==> src/rtl/pipe_control_if.sv <==
// Decode/Execute control-unit signal bundle shared by the pipeline control block and its neighbours.
// Latency: none (wiring only).
// Backpressure: none; the pipeline has no stall input and every register advances each cycle.
interface pipe_control_if #(
  parameter int ALUCTRL_W   = 4,
  parameter int RESULTSRC_W = 2
);

  // Decode-stage instruction and Execute-stage hazard/flag inputs
  logic [31:0]            InstrD;
  logic                   FlushE;
  logic                   ZeroE;
  logic                   LtE;
  logic                   LtuE;

  // Decode-stage combinational outputs
  logic [1:0]             ImmSrcD;
  logic                   IllegalD;

  // Execute-stage outputs
  logic [ALUCTRL_W-1:0]   ALUControlE;
  logic                   ALUSrcE;
  logic [RESULTSRC_W-1:0] ResultSrcE;
  logic                   PCSrcE;
  logic                   RegWriteE;

  // Memory-stage outputs
  logic                   RegWriteM;
  logic                   MemWriteM;

  // Writeback-stage outputs
  logic [RESULTSRC_W-1:0] ResultSrcW;
  logic                   RegWriteW;
  logic                   IllegalW;

  // Datapath/hazard side: drives the instruction and flags, consumes control
  modport master (
    output InstrD, FlushE, ZeroE, LtE, LtuE,
    input  ImmSrcD, IllegalD,
    input  ALUControlE, ALUSrcE, ResultSrcE, PCSrcE, RegWriteE,
    input  RegWriteM, MemWriteM,
    input  ResultSrcW, RegWriteW, IllegalW
  );

  // Control unit side
  modport slave (
    input  InstrD, FlushE, ZeroE, LtE, LtuE,
    output ImmSrcD, IllegalD,
    output ALUControlE, ALUSrcE, ResultSrcE, PCSrcE, RegWriteE,
    output RegWriteM, MemWriteM,
    output ResultSrcW, RegWriteW, IllegalW
  );

endinterface

==> src/rtl/pipe_control.sv <==
// Pipelined RV32 control unit: decodes InstrD and carries the control word through D->E->M->W.
// Latency: decode is combinational; control reaches E/M/W 1/2/3 cycles after D; PCSrcE is combinational from E.
// Backpressure: none; FlushE bubbles the E register only. Define PIPE_CONTROL_BRANCHX_EN for bne/blt/bge/bltu/bgeu.
module pipe_control #(
  parameter int ALUCTRL_W   = 4,
  parameter int RESULTSRC_W = 2
) (
  input  logic           clk,
  input  logic           rst,
  pipe_control_if.slave  ctl
);

  localparam logic [6:0] OP_LOAD   = 7'd3;
  localparam logic [6:0] OP_STORE  = 7'd35;
  localparam logic [6:0] OP_RTYPE  = 7'd51;
  localparam logic [6:0] OP_ITYPE  = 7'd19;
  localparam logic [6:0] OP_BRANCH = 7'd99;
  localparam logic [6:0] OP_JAL    = 7'd111;

  localparam logic [3:0] ALU_ADD  = 4'd0;
  localparam logic [3:0] ALU_SUB  = 4'd1;
  localparam logic [3:0] ALU_AND  = 4'd2;
  localparam logic [3:0] ALU_OR   = 4'd3;
  localparam logic [3:0] ALU_XOR  = 4'd4;
  localparam logic [3:0] ALU_SLT  = 4'd5;
  localparam logic [3:0] ALU_SLTU = 4'd6;
  localparam logic [3:0] ALU_SLL  = 4'd7;
  localparam logic [3:0] ALU_SRL  = 4'd8;
  localparam logic [3:0] ALU_SRA  = 4'd9;

  localparam logic [1:0] IMM_I = 2'b00;
  localparam logic [1:0] IMM_S = 2'b01;
  localparam logic [1:0] IMM_B = 2'b10;
  localparam logic [1:0] IMM_J = 2'b11;

  localparam logic [RESULTSRC_W-1:0] RES_ALU = RESULTSRC_W'(2'b00);
  localparam logic [RESULTSRC_W-1:0] RES_MEM = RESULTSRC_W'(2'b01);
  localparam logic [RESULTSRC_W-1:0] RES_PC4 = RESULTSRC_W'(2'b10);

  // Full control word as captured by the D->E register
  typedef struct packed {
    logic                   reg_write;
    logic [RESULTSRC_W-1:0] result_src;
    logic                   mem_write;
    logic                   jump;
    logic                   branch;
    logic [ALUCTRL_W-1:0]   alu_ctrl;
    logic                   alu_src;
    logic [2:0]             funct3;
    logic                   illegal;
  } ctrl_e_t;

  // Fields still needed after Execute
  typedef struct packed {
    logic                   reg_write;
    logic [RESULTSRC_W-1:0] result_src;
    logic                   mem_write;
    logic                   illegal;
  } ctrl_m_t;

  typedef struct packed {
    logic                   reg_write;
    logic [RESULTSRC_W-1:0] result_src;
    logic                   illegal;
  } ctrl_w_t;

  logic [6:0] opcode;
  logic [2:0] funct3;
  logic [6:0] funct7;
  logic       is_rtype;

  assign opcode   = ctl.InstrD[6:0];
  assign funct3   = ctl.InstrD[14:12];
  assign funct7   = ctl.InstrD[31:25];
  assign is_rtype = ctl.InstrD[5];

  // Register indices are decoded by the datapath, not here
  logic unused_ok;
  assign unused_ok = ^{ctl.InstrD[24:15], ctl.InstrD[11:7], ctl.LtE, ctl.LtuE};

  logic [3:0] alu_funct;
  logic       funct_bad;
  logic       branch_f3_ok;
  ctrl_e_t    ctrl_d;
  logic [1:0] imm_src_d;

  ctrl_e_t    ctrl_e;
  ctrl_m_t    ctrl_m;
  ctrl_w_t    ctrl_w;
  logic       taken_e;

  // ALU operation for R-type and I-type ALU instructions, with funct7 legality
  always_comb begin
    alu_funct = ALU_ADD;
    funct_bad = 1'b0;
    case (funct3)
      3'b000: begin
        if (is_rtype && funct7[5]) alu_funct = ALU_SUB;
        else                       alu_funct = ALU_ADD;
      end
      3'b001: begin
        alu_funct = ALU_SLL;
        if (funct7 != 7'h00) funct_bad = 1'b1;
      end
      3'b010: alu_funct = ALU_SLT;
      3'b011: alu_funct = ALU_SLTU;
      3'b100: alu_funct = ALU_XOR;
      3'b101: begin
        if (funct7 == 7'h20)      alu_funct = ALU_SRA;
        else if (funct7 == 7'h00) alu_funct = ALU_SRL;
        else                      funct_bad = 1'b1;
      end
      3'b110: alu_funct = ALU_OR;
      default: alu_funct = ALU_AND;
    endcase
    // For R-type the whole funct7 field is opcode space; only base and alternate encodings exist
    if (is_rtype && (funct7 != 7'h00) && (funct7 != 7'h20)) funct_bad = 1'b1;
    if (funct_bad) alu_funct = ALU_ADD;
  end

  // Which branch funct3 codes this build implements
  always_comb begin
`ifdef PIPE_CONTROL_BRANCHX_EN
    branch_f3_ok = (funct3 != 3'b010) && (funct3 != 3'b011);
`else
    branch_f3_ok = (funct3 == 3'b000);
`endif
  end

  // Main opcode decode into the control word and immediate type
  always_comb begin
    ctrl_d        = '0;
    ctrl_d.funct3 = funct3;
    imm_src_d     = IMM_I;
    case (opcode)
      OP_LOAD: begin
        ctrl_d.result_src = RES_MEM;
        ctrl_d.alu_src    = 1'b1;
        ctrl_d.reg_write  = 1'b1;
        imm_src_d         = IMM_I;
      end
      OP_STORE: begin
        ctrl_d.mem_write = 1'b1;
        ctrl_d.alu_src   = 1'b1;
        imm_src_d        = IMM_S;
      end
      OP_RTYPE: begin
        ctrl_d.reg_write = 1'b1;
        ctrl_d.alu_ctrl  = ALUCTRL_W'(alu_funct);
        ctrl_d.illegal   = funct_bad;
      end
      OP_ITYPE: begin
        ctrl_d.alu_src   = 1'b1;
        ctrl_d.reg_write = 1'b1;
        ctrl_d.alu_ctrl  = ALUCTRL_W'(alu_funct);
        ctrl_d.illegal   = funct_bad;
        imm_src_d        = IMM_I;
      end
      OP_BRANCH: begin
        ctrl_d.alu_ctrl = ALUCTRL_W'(ALU_SUB);
        imm_src_d       = IMM_B;
        if (branch_f3_ok) ctrl_d.branch  = 1'b1;
        else              ctrl_d.illegal = 1'b1;
      end
      OP_JAL: begin
        ctrl_d.jump       = 1'b1;
        ctrl_d.result_src = RES_PC4;
        ctrl_d.reg_write  = 1'b1;
        imm_src_d         = IMM_J;
      end
      default: begin
        ctrl_d.illegal = 1'b1;
      end
    endcase
  end

  // Decode outputs read zero while reset is held
  assign ctl.ImmSrcD  = rst ? 2'b00 : imm_src_d;
  assign ctl.IllegalD = rst ? 1'b0  : ctrl_d.illegal;

  // D->E register: reset and flush both load a bubble
  always_ff @(posedge clk) begin
    if (rst || ctl.FlushE) ctrl_e <= '0;
    else                   ctrl_e <= ctrl_d;
  end

  // E->M register: flush does not stall or bubble the later stages
  always_ff @(posedge clk) begin
    if (rst) begin
      ctrl_m <= '0;
    end else begin
      ctrl_m.reg_write  <= ctrl_e.reg_write;
      ctrl_m.result_src <= ctrl_e.result_src;
      ctrl_m.mem_write  <= ctrl_e.mem_write;
      ctrl_m.illegal    <= ctrl_e.illegal;
    end
  end

  // M->W register
  always_ff @(posedge clk) begin
    if (rst) begin
      ctrl_w <= '0;
    end else begin
      ctrl_w.reg_write  <= ctrl_m.reg_write;
      ctrl_w.result_src <= ctrl_m.result_src;
      ctrl_w.illegal    <= ctrl_m.illegal;
    end
  end

  // Branch condition evaluated in Execute from the ALU flags
  always_comb begin
`ifdef PIPE_CONTROL_BRANCHX_EN
    case (ctrl_e.funct3)
      3'b000:  taken_e = ctl.ZeroE;
      3'b001:  taken_e = !ctl.ZeroE;
      3'b100:  taken_e = ctl.LtE;
      3'b101:  taken_e = !ctl.LtE;
      3'b110:  taken_e = ctl.LtuE;
      3'b111:  taken_e = !ctl.LtuE;
      default: taken_e = 1'b0;
    endcase
`else
    taken_e = ctl.ZeroE;
`endif
  end

  assign ctl.PCSrcE      = (ctrl_e.branch & taken_e) | ctrl_e.jump;
  assign ctl.ALUControlE = ctrl_e.alu_ctrl;
  assign ctl.ALUSrcE     = ctrl_e.alu_src;
  assign ctl.ResultSrcE  = ctrl_e.result_src;
  assign ctl.RegWriteE   = ctrl_e.reg_write;

  assign ctl.RegWriteM   = ctrl_m.reg_write;
  assign ctl.MemWriteM   = ctrl_m.mem_write;

  assign ctl.ResultSrcW  = ctrl_w.result_src;
  assign ctl.RegWriteW   = ctrl_w.reg_write;
  assign ctl.IllegalW    = ctrl_w.illegal;

endmodule

==> src/flat_wrapper.sv <==
// flat-port wrapper written by rule: the top's interface ports become plain ports
module pipe_control_flat 
#(
  parameter int ALUCTRL_W   = 4,
  parameter int RESULTSRC_W = 2
)
  (clk, rst, ctl_InstrD, ctl_FlushE, ctl_ZeroE, ctl_LtE, ctl_LtuE, ctl_ImmSrcD, ctl_IllegalD, ctl_ALUControlE, ctl_ALUSrcE, ctl_ResultSrcE, ctl_PCSrcE, ctl_RegWriteE, ctl_RegWriteM, ctl_MemWriteM, ctl_ResultSrcW, ctl_RegWriteW, ctl_IllegalW);
  pipe_control_if #(.ALUCTRL_W(ALUCTRL_W), .RESULTSRC_W(RESULTSRC_W)) ctl_i ();
  input  logic clk;
  input  logic rst;
  input wire logic [$bits(ctl_i.InstrD)-1:0] ctl_InstrD;
  input wire logic [$bits(ctl_i.FlushE)-1:0] ctl_FlushE;
  input wire logic [$bits(ctl_i.ZeroE)-1:0] ctl_ZeroE;
  input wire logic [$bits(ctl_i.LtE)-1:0] ctl_LtE;
  input wire logic [$bits(ctl_i.LtuE)-1:0] ctl_LtuE;
  output wire logic [$bits(ctl_i.ImmSrcD)-1:0] ctl_ImmSrcD;
  output wire logic [$bits(ctl_i.IllegalD)-1:0] ctl_IllegalD;
  output wire logic [$bits(ctl_i.ALUControlE)-1:0] ctl_ALUControlE;
  output wire logic [$bits(ctl_i.ALUSrcE)-1:0] ctl_ALUSrcE;
  output wire logic [$bits(ctl_i.ResultSrcE)-1:0] ctl_ResultSrcE;
  output wire logic [$bits(ctl_i.PCSrcE)-1:0] ctl_PCSrcE;
  output wire logic [$bits(ctl_i.RegWriteE)-1:0] ctl_RegWriteE;
  output wire logic [$bits(ctl_i.RegWriteM)-1:0] ctl_RegWriteM;
  output wire logic [$bits(ctl_i.MemWriteM)-1:0] ctl_MemWriteM;
  output wire logic [$bits(ctl_i.ResultSrcW)-1:0] ctl_ResultSrcW;
  output wire logic [$bits(ctl_i.RegWriteW)-1:0] ctl_RegWriteW;
  output wire logic [$bits(ctl_i.IllegalW)-1:0] ctl_IllegalW;
  assign ctl_i.InstrD = ctl_InstrD;
  assign ctl_i.FlushE = ctl_FlushE;
  assign ctl_i.ZeroE = ctl_ZeroE;
  assign ctl_i.LtE = ctl_LtE;
  assign ctl_i.LtuE = ctl_LtuE;
  assign ctl_ImmSrcD = ctl_i.ImmSrcD;
  assign ctl_IllegalD = ctl_i.IllegalD;
  assign ctl_ALUControlE = ctl_i.ALUControlE;
  assign ctl_ALUSrcE = ctl_i.ALUSrcE;
  assign ctl_ResultSrcE = ctl_i.ResultSrcE;
  assign ctl_PCSrcE = ctl_i.PCSrcE;
  assign ctl_RegWriteE = ctl_i.RegWriteE;
  assign ctl_RegWriteM = ctl_i.RegWriteM;
  assign ctl_MemWriteM = ctl_i.MemWriteM;
  assign ctl_ResultSrcW = ctl_i.ResultSrcW;
  assign ctl_RegWriteW = ctl_i.RegWriteW;
  assign ctl_IllegalW = ctl_i.IllegalW;
  pipe_control #(.ALUCTRL_W(ALUCTRL_W), .RESULTSRC_W(RESULTSRC_W)) u_core (.clk(clk), .rst(rst), .ctl(ctl_i));
endmodule
==> config.mk <==
export PLATFORM = sky130hd
export DESIGN_NAME = pipe_control_flat
export DESIGN_NICKNAME = d
export VERILOG_FILES = /design/src/rtl/pipe_control_if.sv /design/src/rtl/pipe_control.sv /design/src/flat_wrapper.sv
export SDC_FILE = /design/constraint.sdc
export NUM_CORES = 1
export LEC_CHECK = 0
export CORE_ASPECT_RATIO = 0.6
export CORE_MARGIN = 5
export CORE_UTILIZATION = 37
export CTS_BUF_LIST = sky130_fd_sc_hd__clkbuf_8
export CTS_CLUSTER_DIAMETER = 40
export DETAILED_ROUTE_END_ITERATION = 6
export PLACE_DENSITY = 0.82
export SYNTH_ARGS = -nofsm -noshare
export SYNTH_HDL_FRONTEND = slang
export SYNTH_SLANG_ARGS = --single-unit
==> constraint.sdc <==
create_clock -name clk -period 2 [get_ports clk]
set_input_delay 0.5 -clock clk [delete_from_list [all_inputs] [get_ports clk]]
set_output_delay 0.5 -clock clk [all_outputs]
set_load 0.005 [all_outputs]
# After elaboration in Yosys (flattened, before gate mapping)
# Index checks and enable logic that the tools add are counted.
classes:
  eq_ne: 14
  mux: 22
  bitwise_logic: 3
  n_reduce_logical: 12
ops:
  columns: ["op", "count"]
  rows:
  - ["one-hot mux 4 bit (7 select lines)", 1]
  - ["equality test 7 x 6 -> 1 bit, second input constant", 3]
  - ["equality test 7 bit, second input constant", 2]
  - ["2-to-1 mux 1 bit", 12]
  - ["2-to-1 mux 4 bit", 3]
  - ["equality test 3 bit, second input constant", 3]
  - ["one-hot mux 4 bit (2 select lines)", 1]
  - ["equality test 7 x 2 -> 1 bit, second input constant", 1]
  - ["equality test 7 x 5 -> 1 bit, second input constant", 1]
  - ["logical NOT 7 bit", 1]
  - ["inequality test 7 x 6 -> 1 bit, second input constant", 1]
  - ["nonzero test 7 bit", 1]
  - ["equality test 3 x 2 -> 1 bit, second input constant", 2]
  - ["one-hot mux 2 bit (3 select lines)", 1]
  - ["OR reduction 3 bit", 2]
  - ["one-hot mux 2 bit (2 select lines)", 1]
  - ["OR reduction 2 bit", 2]
  - ["OR reduction 4 bit", 1]
  - ["equality test 3 x 1 -> 1 bit, second input constant", 1]
  - ["logical AND 1 bit", 3]
  - ["logical NOT 3 bit", 1]
  - ["one-hot mux 1 bit (3 select lines)", 1]
  - ["2-to-1 mux 2 bit", 1]
  - ["one-hot mux 1 bit (2 select lines)", 1]
  - ["other kinds (4)", 4]
totals:
  reg_bits: 21
  input_bits: 38
  out_inout_bits: 18
  wordCells: 66

# Longest topological paths before layout
logic_depth:
  depth_word: 7
  mapped_depth: 4
  ltp_nobuf: 4

# Worst setup path before layout
# Ideal clock, no wire load.
synth_path:
  path_kind: "input port to output port"
  startpoint: "input ctl_InstrD[2]"
  endpoint: "output ctl_ImmSrcD[0]"
  t_arrival_ns: 1.290
  required_time_ns: 1.500
  slack_ns: 0.210
  cell_stages: 2
  n_path_buf: 0
  cell_sequence: "or3_1 -> a2111oi_2"
synth_via:
  elab_chain_len: 3
  word_cells_on_any_way: 5
  cone_classes: "eq/ne: 3; mux: 2"
synth_rtl:
  columns: ["item", "line_no", "text"]
  rows:
  - ["start: declaration", "flat_wrapper.sv:11", "input wire logic [$bits(ctl_i.InstrD)-1:0] ctl_InstrD;"]
  - ["equality test 7 bit or equality test 7 x 6 -> 1 bit (tied branches)", "pipe_control.sv:135", "case (opcode)"]
  - ["one-hot mux 2 bit (3 select lines) *", "pipe_control.sv:135", null]
  - ["2-to-1 mux 2 bit *", "pipe_control.sv:178", "assign ctl.ImmSrcD = rst ? 2'b00 : imm_src_d;"]
  - ["end: declaration", "flat_wrapper.sv:16", "output wire logic [$bits(ctl_i.ImmSrcD)-1:0] ctl_ImmSrcD;"]
# Every way passes the cells marked *; elsewhere a longest branch is shown, timed or not.

# Worst setup path in the final report
layout_path:
  startpoint: "input ctl_InstrD[5]"
  endpoint: "output ctl_IllegalD"
layout_via:
  elab_chain_len: 5
  word_cells_on_any_way: 13
  cone_classes: "eq/ne: 6; mux: 3; reduce/logical: 4"
layout_rtl:
  columns: ["item", "line_no", "text"]
  rows:
  - ["branches (longest 3 deep; another with equality test 7 x 6 -> 1 bit)", null, null]
  - ["one-hot mux 1 bit (3 select lines) *", "pipe_control.sv:135", null]
  - ["2-to-1 mux 1 bit *", "pipe_control.sv:179", "assign ctl.IllegalD = rst ? 1'b0 : ctrl_d.illegal;"]
  - ["end: declaration", "flat_wrapper.sv:17", "output wire logic [$bits(ctl_i.IllegalD)-1:0] ctl_IllegalD;"]
# Every way passes the cells marked *.

==> metrics.csv <==
stage,metric,value,unit
run_status,status,"complete, but fails checks",
run_status,failing checks,setup timing,
clock_network,CTS Buffer Depth,2,
power_and_ir_drop,Pwr per Cell Area,593,nW/µm²
floorplanning,FP Rows,13,
yosys,Cell variety after synth,34,
worst_setup_path,Setup crit end kind,primary output,
worst_setup_path,required time worst endpoint,1500,ps
yosys,Synth Flop Type,dfxtp_1,
grt,largest net degree at the start of global routing,13,
yosys,sequential area share after synthesis,46.2,%
placement,gpl congestion,0.769,
yosys,synthesized area,866,µm²
yosys,Post-synth EDFFs,0,
drt,DRT Pass-1 Iters,4,
yosys,cells after synthesis,84,
clock_network,clk sinks,20,
placement,port bufs,38,
layout,share of layout cells above drive strength 1,49.3,%
clock_network,# H-tree levels,1,
drt,WL final,3.23,mm
yosys,synthesized area per cell,10.3,µm²
yosys,asr flop ratio synth,0,%
worst_setup_path,CP startpoint kind,primary input,
power_and_ir_drop,"Power, Total",975,µW
sta,post-route setup slack,-18.4,ps
grt,initial antenna violation count,0,
yosys,"area leader, netlist",dfxtp_1,
sta,RSZ-0062 raised after global routing,yes,
sta,minimum clock period,2020,ps
drt,wire length per cell,17.7,µm
floorplanning,Initial Util,39.4,%
layout,footprint of the multi-input gates,542,µm²
clock_network,Clock Latency Late Sink,270,ps
grt,Total GRT Usage,18.2,%
clock_network,Root Driver,clkbuf_8,
yosys,largest cells by area after synthesis,"dfxtp_1 (46%), nor2b_1 (7.9%), buf_4 (5.2%)",
placement,dpl cell area,1360,µm²
drt,Vias/cell,5.03,
yosys,Syn Nets,122,
sta,Least-Margin Pin Slew,464,ps
grt,Overflow after GRT,0,
layout,area delta synth->final,90.0,%
worst_setup_path,Setup Crit Path Kind,in -> out,
sta,crit share post-route,101,%
layout,# diodes,0,
layout,nets,191,
sta,Final Hold Violating Endpoints,0,
clock_network,"Reg clk slew, reported paths",80,ps
floorplanning,Die Ht,47.5,µm
layout,fill count,153,
layout,"Core Util, Final",74.9,%
yosys,largest family of logic cells by synthesized area,simple AND/OR/NAND/NOR gates,
yosys,simple-gate share of the synthesized area,32.7,%
yosys,Synthesis Warnings,0,
power_and_ir_drop,Worst VDD drop,0.399,mV
clock_network,cts bufs inserted,3,
sta,"Slew Viols, Final",0,
power_and_ir_drop,Leakage,0.000706,µW
placement,post-DP HPWL,1.76,mm
yosys,post-synthesis mux area share,2.31,%
layout,Final Instance Area,1650,µm²
yosys,Post-synth top cells,"dfxtp_1 (20), nor2b_1 (11), buf_4 (6), nand2_1 (4), nor2_1 (4)",
clock_network,Post-CTS Hold Fix Bufs,0,
worst_setup_path,top fanout value on the critical path,4,
floorplanning,core box area,2200,µm²
sta,clock skew,0.662,ps
yosys,register bit count reported by yosys,20,
min_path,Hold/Removal Path Class,in -> reg,
floorplanning,die area,3440,µm²
yosys,Synth Area in XOR/XNOR,1.01,%
floorplanning,Die W,72.5,µm
worst_setup_path,Critical Path AT,1520,ps
worst_setup_path,internal reg-to-reg setup slack,1450,ps
run,max_cap viols,0,
sta,setup violators final,2,
yosys,most common cell in the netlist,dfxtp_1,
grt,vias in the first global route,959,
sta,setup TNS,-26.3,ps
drt,Vias,916,
sta,Fmax,495,MHz
drt,Final ANT Viol Nets,0,
sta,Worst slew margin,68.8,%
drt,drt drc,0,
floorplanning,I/O Pins,56,
layout,storage element area,400,µm²
drt,DR iter-0 viols,32,
yosys,adder-cell share of the synthesized area,0,%
clock_network,CTS tree,done,
grt,first-pass GRT wire length,4.49,mm
yosys,Synth Area in Compound Gates,11.7,%
yosys,post-synth top area share,46.2,%
## metal layers
layer  GRT usage (%)  routed length [µm]  vias up
li1                -                   -      425
met1            17.1                1270      433
met2            34.2                1620       48
met3            7.76                 260       10
met4            12.1                  85        0
met5               0                   0        -
## sequential cells by signal (all words and copies together) (netlist names)
name	count
u_core.ctl.ALUControlE	4
u_core.ctrl_e	4
u_core.ctrl_m	3
u_core.ctl.ResultSrcW	2
u_core.ctl.ALUSrcE	1
u_core.ctl.IllegalW	1
u_core.ctl.MemWriteM	1
u_core.ctl.RegWriteE	1
u_core.ctl.RegWriteM	1
u_core.ctl.RegWriteW	1
u_core.ctl.ResultSrcE	1
## stage by stage
stage / setup WS [ps] / hold WS [ps] / instances
after floorplan: 210 / 414 / 84
after global placement: -787 / 418 / 162
after detailed placement: -831 / 429 / 162
after CTS: 0.749 / 446 / 178
after global routing: -30.8 / 447 / 182
final: -18.4 / 435 / 182
## worst paths after layout
| check | start | end | cells past startpoint |
|---|---|---|---|
| max | ctl_InstrD[5] | ctl_IllegalD | 6 |
| min | ctl_InstrD[4] | u_core.ctl.ResultSrcE[0] | 2 |
| max reg2reg | u_core.ctrl_m[2] | u_core.ctl.ResultSrcW[0] | 1 |
| min reg2reg | u_core.ctrl_e[0] | u_core.ctrl_m[0] | 1 |
## kinds of logic (layout without fill, tap and decap cells)
logic type,Yosys count,after routing
AO/OA/AOI/OAI,13,13
flip-flops,20,20
AND/OR/NAND/NOR,40,40
multiplexers,2,2
buffers and inverters,8,76
XOR/XNOR,1,1
## critical path: stages
cell	delay (ps)
clkdlybuf4s15_2	250
nor2b_4	200
nand3_1	160
a31oi_4	210
a21oi_2	70
buf_2	130
## layout make-up
cell class              instances  area share, %
well taps                      30           2.28
clock inverters                 1           1.83
clock buffers                   3           2.51
flip-flops and latches         20           24.3
repair buffers                 71           35.9
inverters                       1          0.228
multi-input cells              56           32.9
## power by group
part | total, µW | leakage [µW] | internal, µW | switching, µW
registers | 402 | 0.000162 | 401 | 0.705
clock network | 408 | 0.0000357 | 267 | 141
logic | 165 | 0.000509 | 88.5 | 76.3
total | 975 | 0.000706 | 757 | 218
## placed cells by master (no fill, tap or decap), types with 2 or more instances in the layout
cell             instances
buf_4                   30
dfxtp_1                 20
clkdlybuf4s50_1         16
nor2b_1                 10
dlygate4sd2_1            8
buf_6                    7
buf_2                    7
nor2_1                   3
clkbuf_8                 3
nand2_2                  2
nor2b_4                  2
nor4_4                   2
nor3_4                   2
nand2_1                  2
o21ai_0                  2
mux2i_1                  2
a21oi_1                  2
and3_1                   2
clkbuf_2                 2
## timing repair
item | 4_1_cts | 5_1_grt
gates cloned | 0 | 0
resized for setup | 77 | 17
endpoints found under the setup margin | 4 | 3
buffers inserted | 12 | 4
pin swaps | 16 | 6
Note: power is estimated with default switching activity, not from simulation.
